### config.mk
export PLATFORM = sky130hd
export DESIGN_NAME = iob_iob2wb_bridge
export DESIGN_NICKNAME = d
export VERILOG_FILES = /design/src/rtl/iob_wb_pkg.sv /design/src/rtl/iob_wb_timeout_cnt.sv /design/src/rtl/iob_iob2wb_bridge.sv
export SDC_FILE = /design/constraint.sdc
export NUM_CORES = 1
export LEC_CHECK = 0
export CORE_MARGIN = 2
export CORE_UTILIZATION = 47
export CTS_BUF_LIST = sky130_fd_sc_hd__clkbuf_4 sky130_fd_sc_hd__clkbuf_8
export CTS_CLUSTER_DIAMETER = 60
export CTS_CLUSTER_SIZE = 25
export DETAILED_ROUTE_END_ITERATION = 7
export PLACE_DENSITY_LB_ADDON = 0.08
export SLEW_MARGIN = 20
export SYNTH_ARGS = -nofsm -noshare
export SYNTH_HDL_FRONTEND = slang
export SYNTH_SLANG_ARGS = --single-unit
### constraint.sdc
create_clock -name clk_i -period 5.5 [get_ports clk_i]
set_clock_uncertainty 0.2 [all_clocks]
set_input_delay 0.55 -clock clk_i [delete_from_list [all_inputs] [get_ports clk_i]]
set_output_delay 0.55 -clock clk_i [all_outputs]
set_load 0.01 [all_outputs]
### src/rtl/iob_wb_pkg.sv
// +----------------------------------------------------------------------+
// | iob_wb_pkg: shared types and helpers for the IOb-to-Wishbone bridge  |
// | Rev 1.0                                                              |
// +----------------------------------------------------------------------+
`default_nettype none

package iob_wb_pkg;

    localparam int BYTE_OFF_W_MAX = 3;  // enough for a 64-bit data bus
    localparam int SEL_MAX_W      = 8;

    typedef enum logic [1:0] {
        ST_IDLE = 2'd0,
        ST_BUS  = 2'd1,
        ST_RESP = 2'd2
    } state_t;

    // Contiguous read mask of read_bytes lanes, aligned down to a read_bytes boundary.
    function automatic logic [SEL_MAX_W-1:0] rd_sel_mask(
        input logic [BYTE_OFF_W_MAX-1:0] off,
        input int unsigned               read_bytes
    );
        int unsigned base;
        int unsigned mask;
        base = (int'(off) / read_bytes) * read_bytes;
        mask = (32'd1 << read_bytes) - 32'd1;
        return SEL_MAX_W'(mask << base);
    endfunction

endpackage

`default_nettype wire

### src/rtl/iob_wb_timeout_cnt.sv
// +----------------------------------------------------------------------+
// | iob_wb_timeout_cnt: saturating wait counter with terminal count      |
// | Rev 1.0                                                              |
// +----------------------------------------------------------------------+
`default_nettype none

module iob_wb_timeout_cnt #(
    parameter int TIMEOUT_W      = 8,
    parameter int TIMEOUT_CYCLES = 255
) (
    input  logic clk_i,
    input  logic arst_i,
    input  logic clr_i,
    input  logic en_i,
    output logic tc_o
);

    logic [TIMEOUT_W-1:0] cnt_q;

    always_ff @(posedge clk_i or posedge arst_i) begin
        if (arst_i) begin
            cnt_q <= '0;
        end else if (clr_i) begin
            cnt_q <= '0;
        end else if (en_i && (cnt_q != {TIMEOUT_W{1'b1}})) begin
            cnt_q <= cnt_q + 1'b1;
        end
    end

    // tc is raised in the last allowed wait cycle so the abort lands on the TIMEOUT_CYCLES-th edge.
    generate
        if (TIMEOUT_CYCLES == 0) begin : g_tc_off
            assign tc_o = 1'b0;
        end else begin : g_tc_on
            assign tc_o = en_i && (cnt_q == TIMEOUT_W'(TIMEOUT_CYCLES - 1));
        end
    endgenerate

endmodule

`default_nettype wire

### src/rtl/iob_iob2wb_bridge.sv
// +----------------------------------------------------------------------+
// | iob_iob2wb_bridge: registered IOb slave to Wishbone classic master   |
// | Rev 1.0                                                              |
// +----------------------------------------------------------------------+
`default_nettype none

module iob_iob2wb_bridge
    import iob_wb_pkg::*;
#(
    parameter int ADDR_W         = 32,
    parameter int DATA_W         = 32,
    parameter int READ_BYTES     = 4,
    parameter int TIMEOUT_W      = 8,
    parameter int TIMEOUT_CYCLES = 255
) (
    input  logic                clk_i,
    input  logic                arst_i,
    input  logic                valid_i,
    input  logic [ADDR_W-1:0]   addr_i,
    input  logic [DATA_W-1:0]   wdata_i,
    input  logic [DATA_W/8-1:0] wstrb_i,
    output logic [DATA_W-1:0]   rdata_o,
    output logic                ready_o,
    output logic                err_o,
    output logic                busy_o,
    output logic [ADDR_W-1:0]   wb_adr_o,
    output logic [DATA_W/8-1:0] wb_sel_o,
    output logic                wb_we_o,
    output logic                wb_cyc_o,
    output logic                wb_stb_o,
    output logic [DATA_W-1:0]   wb_dat_o,
    input  logic                wb_ack_i,
    input  logic [DATA_W-1:0]   wb_dat_i,
    input  logic                wb_err_i
);

    localparam int SEL_W = DATA_W / 8;
    localparam int OFF_W = $clog2(SEL_W);

    state_t              state_q;
    logic [ADDR_W-1:0]   adr_q;
    logic [SEL_W-1:0]    sel_q;
    logic                we_q;
    logic                cyc_q;
    logic [DATA_W-1:0]   dat_q;
    logic [DATA_W-1:0]   rdata_q;
    logic                err_q;
    logic                ready_q;

    logic                w_we;
    logic [SEL_W-1:0]    w_rd_sel;
    logic                w_tc;

    assign w_we     = |wstrb_i;
    assign w_rd_sel = SEL_W'(rd_sel_mask(BYTE_OFF_W_MAX'(addr_i[OFF_W-1:0]), READ_BYTES));

    iob_wb_timeout_cnt #(
        .TIMEOUT_W      (TIMEOUT_W),
        .TIMEOUT_CYCLES (TIMEOUT_CYCLES)
    ) u_timeout_cnt (
        .clk_i  (clk_i),
        .arst_i (arst_i),
        .clr_i  (state_q != ST_BUS),
        .en_i   (state_q == ST_BUS),
        .tc_o   (w_tc)
    );

    always_ff @(posedge clk_i or posedge arst_i) begin
        if (arst_i) begin
            state_q <= ST_IDLE;
            adr_q   <= '0;
            sel_q   <= '0;
            we_q    <= 1'b0;
            cyc_q   <= 1'b0;
            dat_q   <= '0;
            rdata_q <= '0;
            err_q   <= 1'b0;
            ready_q <= 1'b0;
        end else begin
            case (state_q)
                ST_IDLE: begin
                    if (valid_i) begin
                        adr_q   <= addr_i;
                        dat_q   <= wdata_i;
                        we_q    <= w_we;
                        sel_q   <= w_we ? wstrb_i : w_rd_sel;
                        cyc_q   <= 1'b1;
                        state_q <= ST_BUS;
                    end
                end
                ST_BUS: begin
                    // Bus error outranks ack, and both outrank the timeout.
                    if (wb_err_i || wb_ack_i || w_tc) begin
                        cyc_q   <= 1'b0;
                        ready_q <= 1'b1;
                        state_q <= ST_RESP;
                        if (wb_err_i || !wb_ack_i) begin
                            err_q   <= 1'b1;
                            rdata_q <= '0;
                        end else begin
                            err_q   <= 1'b0;
                            rdata_q <= we_q ? '0 : wb_dat_i;
                        end
                    end
                end
                ST_RESP: begin
                    ready_q <= 1'b0;
                    state_q <= ST_IDLE;
                end
                default: begin
                    ready_q <= 1'b0;
                    cyc_q   <= 1'b0;
                    state_q <= ST_IDLE;
                end
            endcase
        end
    end

    assign rdata_o  = rdata_q;
    assign ready_o  = ready_q;
    assign err_o    = err_q;
    assign busy_o   = (state_q != ST_IDLE);
    assign wb_adr_o = adr_q;
    assign wb_sel_o = sel_q;
    assign wb_we_o  = we_q;
    assign wb_cyc_o = cyc_q;
    assign wb_stb_o = cyc_q;
    assign wb_dat_o = dat_q;

endmodule

`default_nettype wire

==> flow_results.org <==
** Yosys
- After synthesis the netlist holds a flip-flop and latch count of 114.
- Synthesized-area fraction occupied by xor and xnor cells :: 0
- A synthesized cell averages 12.5 um^2.
- Synthesized instance count :: 376
- The share of the Yosys chip area taken by registers is 0.605.
- After synthesis, the largest family of logic cells by area is multiplexers.
- After synthesis, the netlist uses 37 different library cells.
- Synthesized cell area :: 4720 um^2
- Of the total synthesized cell area, the portion taken by AND, OR, NAND and NOR gates is 0.0480.
- Synth Area in Compound Gates :: 0.129
- Adder-Cell Fraction of Synth Area :: 0.00530
- Net Count, Synth :: 483
- Multiplexer share of the synthesized area :: 0.153
- The Yosys step of the flow raised 0 warnings.

** Die
- Die H :: 104 um
- The floorplan step defined a core boundary enclosing 9770 um^2.
- The die covers 10900 um^2.
- Starting density of the core :: 0.483
- Width of the die :: 104 um
- 211 I/O pins were placed.
- Row Count :: 36

** Worst setup path
- Cell with the largest stage delay on the worst path :: clkdlybuf4s50_1
- Top Family by Delay on Critical Path :: buffers and inverters
- Crit Reg-Reg Startpoint :: state_q[1]$_DFFE_PP0P_
- STA classifies the critical path endpoint as a primary output.
- Critical path launch point :: state_q[1]$_DFFE_PP0P_
- At the worst endpoint, the arrival time is 1690 ps.
- The signal on the critical path passes through or2_2 -> clkdlybuf4s50_1.
- CP Buf/Inv Count :: 1
- Data on the critical path is required at its endpoint by 4750 ps.
- Crit path kind :: reg2out
- In this run the worst path has a maximum fanout of 7.
- Biggest cell delay along the critical path :: 480 ps
- Kind of start point of the critical path :: flip-flop

** GRT
- Maximum number of pins on one net before global-route repair :: 77
- The initial antenna violation count is 0.
- After global routing the overflow that remains totals 0.
- Number of global-route vias before repair :: 4063
- The first global-routing pass estimated 20200 um of wire.
- Aggregate global-route resource usage :: 0.236

** Clock network
- For the worst-skew pair, the clock arrives at the later sink with an insertion delay of 420 ps.
- The clock net in this run drives a total of 114 sinks.
- Buffers inserted to repair hold after CTS numbered 0.
- CTS Root Cell :: clkbuf_8
- Setup Buffers After CTS :: 0
- H-tree depth :: 4
- CTS Buffer Depth :: 2
- TritonCTS built the clock tree.
- Clock-pin slew was measured on the worst setup and hold paths at 70 ps.
- The number of clock buffers added by TritonCTS is 17.
- # resized after CTS :: 0

** STA
- Worst relative slew slack :: 0.388
- For this run, the top clock speed supported by timing is 411 MHz.
- RSZ-0062 raised after global routing :: false
- The total count of max-transition violations in the final report came to 0.
- In the finished design, the share of the clock period the worst path needs comes to 0.443.
- Post-route setup slack :: 3060 ps
- Final min period :: 2440 ps
- On the final layout, the worst hold slack is 306 ps.
- The number of endpoints with negative hold slack in the final report came to 0.
- Setup violations remaining at the end of the flow were counted as 0.
- Slew at the pin closest to its max-slew limit :: 918 ps
- Total Neg Setup Slack :: 0 ps

** Route
- Routed wire length per instance :: 17.2 um
- Number of optimization iterations in the first detailed-route pass :: 4
- Once detail routing completed, the nets flagged for antenna violations numbered 0.
- For this block, the via count after detailed routing is 3817.
- In the routed layout, each cell is associated on average with a via count of 5.22.
- The routed design has 12600 um of wire.
- Drt drc :: 0
- Initial detailed-routing violation count :: 156

** Placed design
- Half-perimeter wire length after detailed placement :: 8750 um
- OpenSTA, run right after detailed placement, puts the worst setup slack at 2820 ps.
- Count of buffers from port buffering :: 210
- At the end of routability-driven placement, the weighted congestion stood at 0.758.

** Min path
- In this run the most critical hold path is launched from wb_dat_o[16]$_DFFE_PP0P_.
- The worst hold path belongs to the class reg2reg.

** Power and ir drop
- Pwr dens :: 452 nW/um^2
- For this design the static power due to leakage is 0.00298 uW.
- IR analysis of the VDD net gives a maximum drop of 266 uV.

** Run
- Total of max-cap violations :: 0

** Cells and area
- Number of filler cells placed in the layout :: 672
- In the final layout, the share of cells above drive strength 1 is 0.181.
- The net count of the finished layout is 692.
- Relative to the synthesized area, the layout overhead comes to 56.5%.
- The number of antenna diodes in the final layout is 0.

** Status
- The run finished with clean final reports.
-- flip-flops by register name (all words and copies together) (netlist names) --
name	cells
u_timeout_cnt.cnt_q	8
ready_o	1
state_q	2
wb_sel_o	4
wb_adr_o	32
rdata_o	32
err_o	1
wb_cyc_o	1
wb_we_o	1
wb_dat_o	32
-- kinds of logic after synthesis --
family          Yosys count
compound gates           91
fa+ha+maj                 2
buf+inv                  63
flops                   114
mux                      64
simple gates             42
-- worst paths after layout --
path                       depth (start not counted)  slack, ps                       end
max in group asynchronous                          3       3530  wb_dat_o[27]$_DFFE_PP0P_
min in group asynchronous                          2        460   wb_sel_o[3]$_DFFE_PP0P_
hold reg to reg                                    1        310  wb_dat_o[16]$_DFFE_PP0P_
setup reg to reg                                   3       3300  wb_adr_o[24]$_DFFE_PP0P_
setup / recovery                                   2       3060                    busy_o
hold / removal                                     1        310  wb_dat_o[16]$_DFFE_PP0P_
-- cells in the mapped netlist, drive strengths merged --
cell,n,share of area
or2,2,0.0027
nand4,2,0.0040
and4,1,0.0019
nor2,14,0.011
nor3,8,0.0085
o21ai,37,0.040
o21bai,1,0.0016
a311oi,1,0.0019
nand2,3,0.0024
dfrtp,114,0.60
o41ai,1,0.0019
o22ai,1,0.0013
a32oi,32,0.059
nor3b,1,0.0027
nor4b,1,0.0019
clkbuf,6,0.0048
nand3,3,0.0032
and3b,1,0.0019
buf,18,0.024
ha,2,0.0053
a31oi,4,0.0053
o311a,1,0.0021
a21o,1,0.0016
a21oi,9,0.0095
o21a,2,0.0032
inv,39,0.031
nor4,2,0.0027
nand2b,2,0.0027
a211oi,1,0.0016
mux2,64,0.15
nor2b,1,0.0013
and3,1,0.0013
-- per-layer routing --
metal | track usage | wire [um] | part of all wire
met5 | 0 | 0 | 0
met4 | 0.0849 | 254 | 0.020
met3 | 0.107 | 1090 | 0.086
met2 | 0.413 | 6500 | 0.52
met1 | 0.252 | 4740 | 0.38
-- where the power goes --
| part | total (uW) | switching, uW | internal (uW) |
|---|---|---|---|
| combinational | 1140 | 452 | 692 |
| sequential | 1250 | 158 | 1090 |
| clock | 943 | 346 | 597 |
-- cells in the final DEF, fill, tap and decap left out, types with 2 or more instances in the layout --
cell,count
a21oi_1,9
a31oi_1,4
a32oi_1,32
buf_4,4
bufinv_16,6
clkbuf_4,2
clkbuf_8,17
clkdlybuf4s50_1,210
clkinv_2,2
clkinv_4,3
dfrtp_1,114
ha_1,2
inv_1,38
mux2_2,64
nand2_1,3
nand2b_1,2
nand3_1,3
nor2_1,13
nor3_1,8
nor4_1,2
o21a_1,2
o21ai_0,28
o21ai_1,8
or2_2,2
-- worst register-to-register path, delay by kind of cell, from the launching register on --
| family | cells | cell delay (ps) |
|---|---|---|
| buf+inv | 1 | 720 |
| flops | 1 | 460 |
| simple gates | 1 | 210 |
| mux | 1 | 490 |
-- metrics by stage --
step / cells / utilization / total power (uW) / area, um^2
5_1_grt: 731 / 0.755 / 3500 / 7380
6_report: 731 / 0.755 / 3340 / 7380
3_5_place_dp: 699 / 0.706 / 2410 / 6900
3_3_place_gp: 699 / 0.705 / 2370 / 6890
4_1_cts: 731 / 0.755 / 3370 / 7380
2_1_floorplan: 376 / - / 1730 / 4720
-- layout make-up --
class / count / area [um^2] / share of cell area
Inverter: 39 / 149 / 0.0202
Tap cell: 133 / 166 / 0.0225
Clock buffer: 19 / 249 / 0.0337
Timing Repair Buffer: 214 / 2130 / 0.289
Multi-Input combinational cell: 199 / 1600 / 0.217
Clock inverter: 13 / 233 / 0.0315
Sequential cell: 114 / 2850 / 0.386
Note: power is estimated with default switching activity, not from simulation.
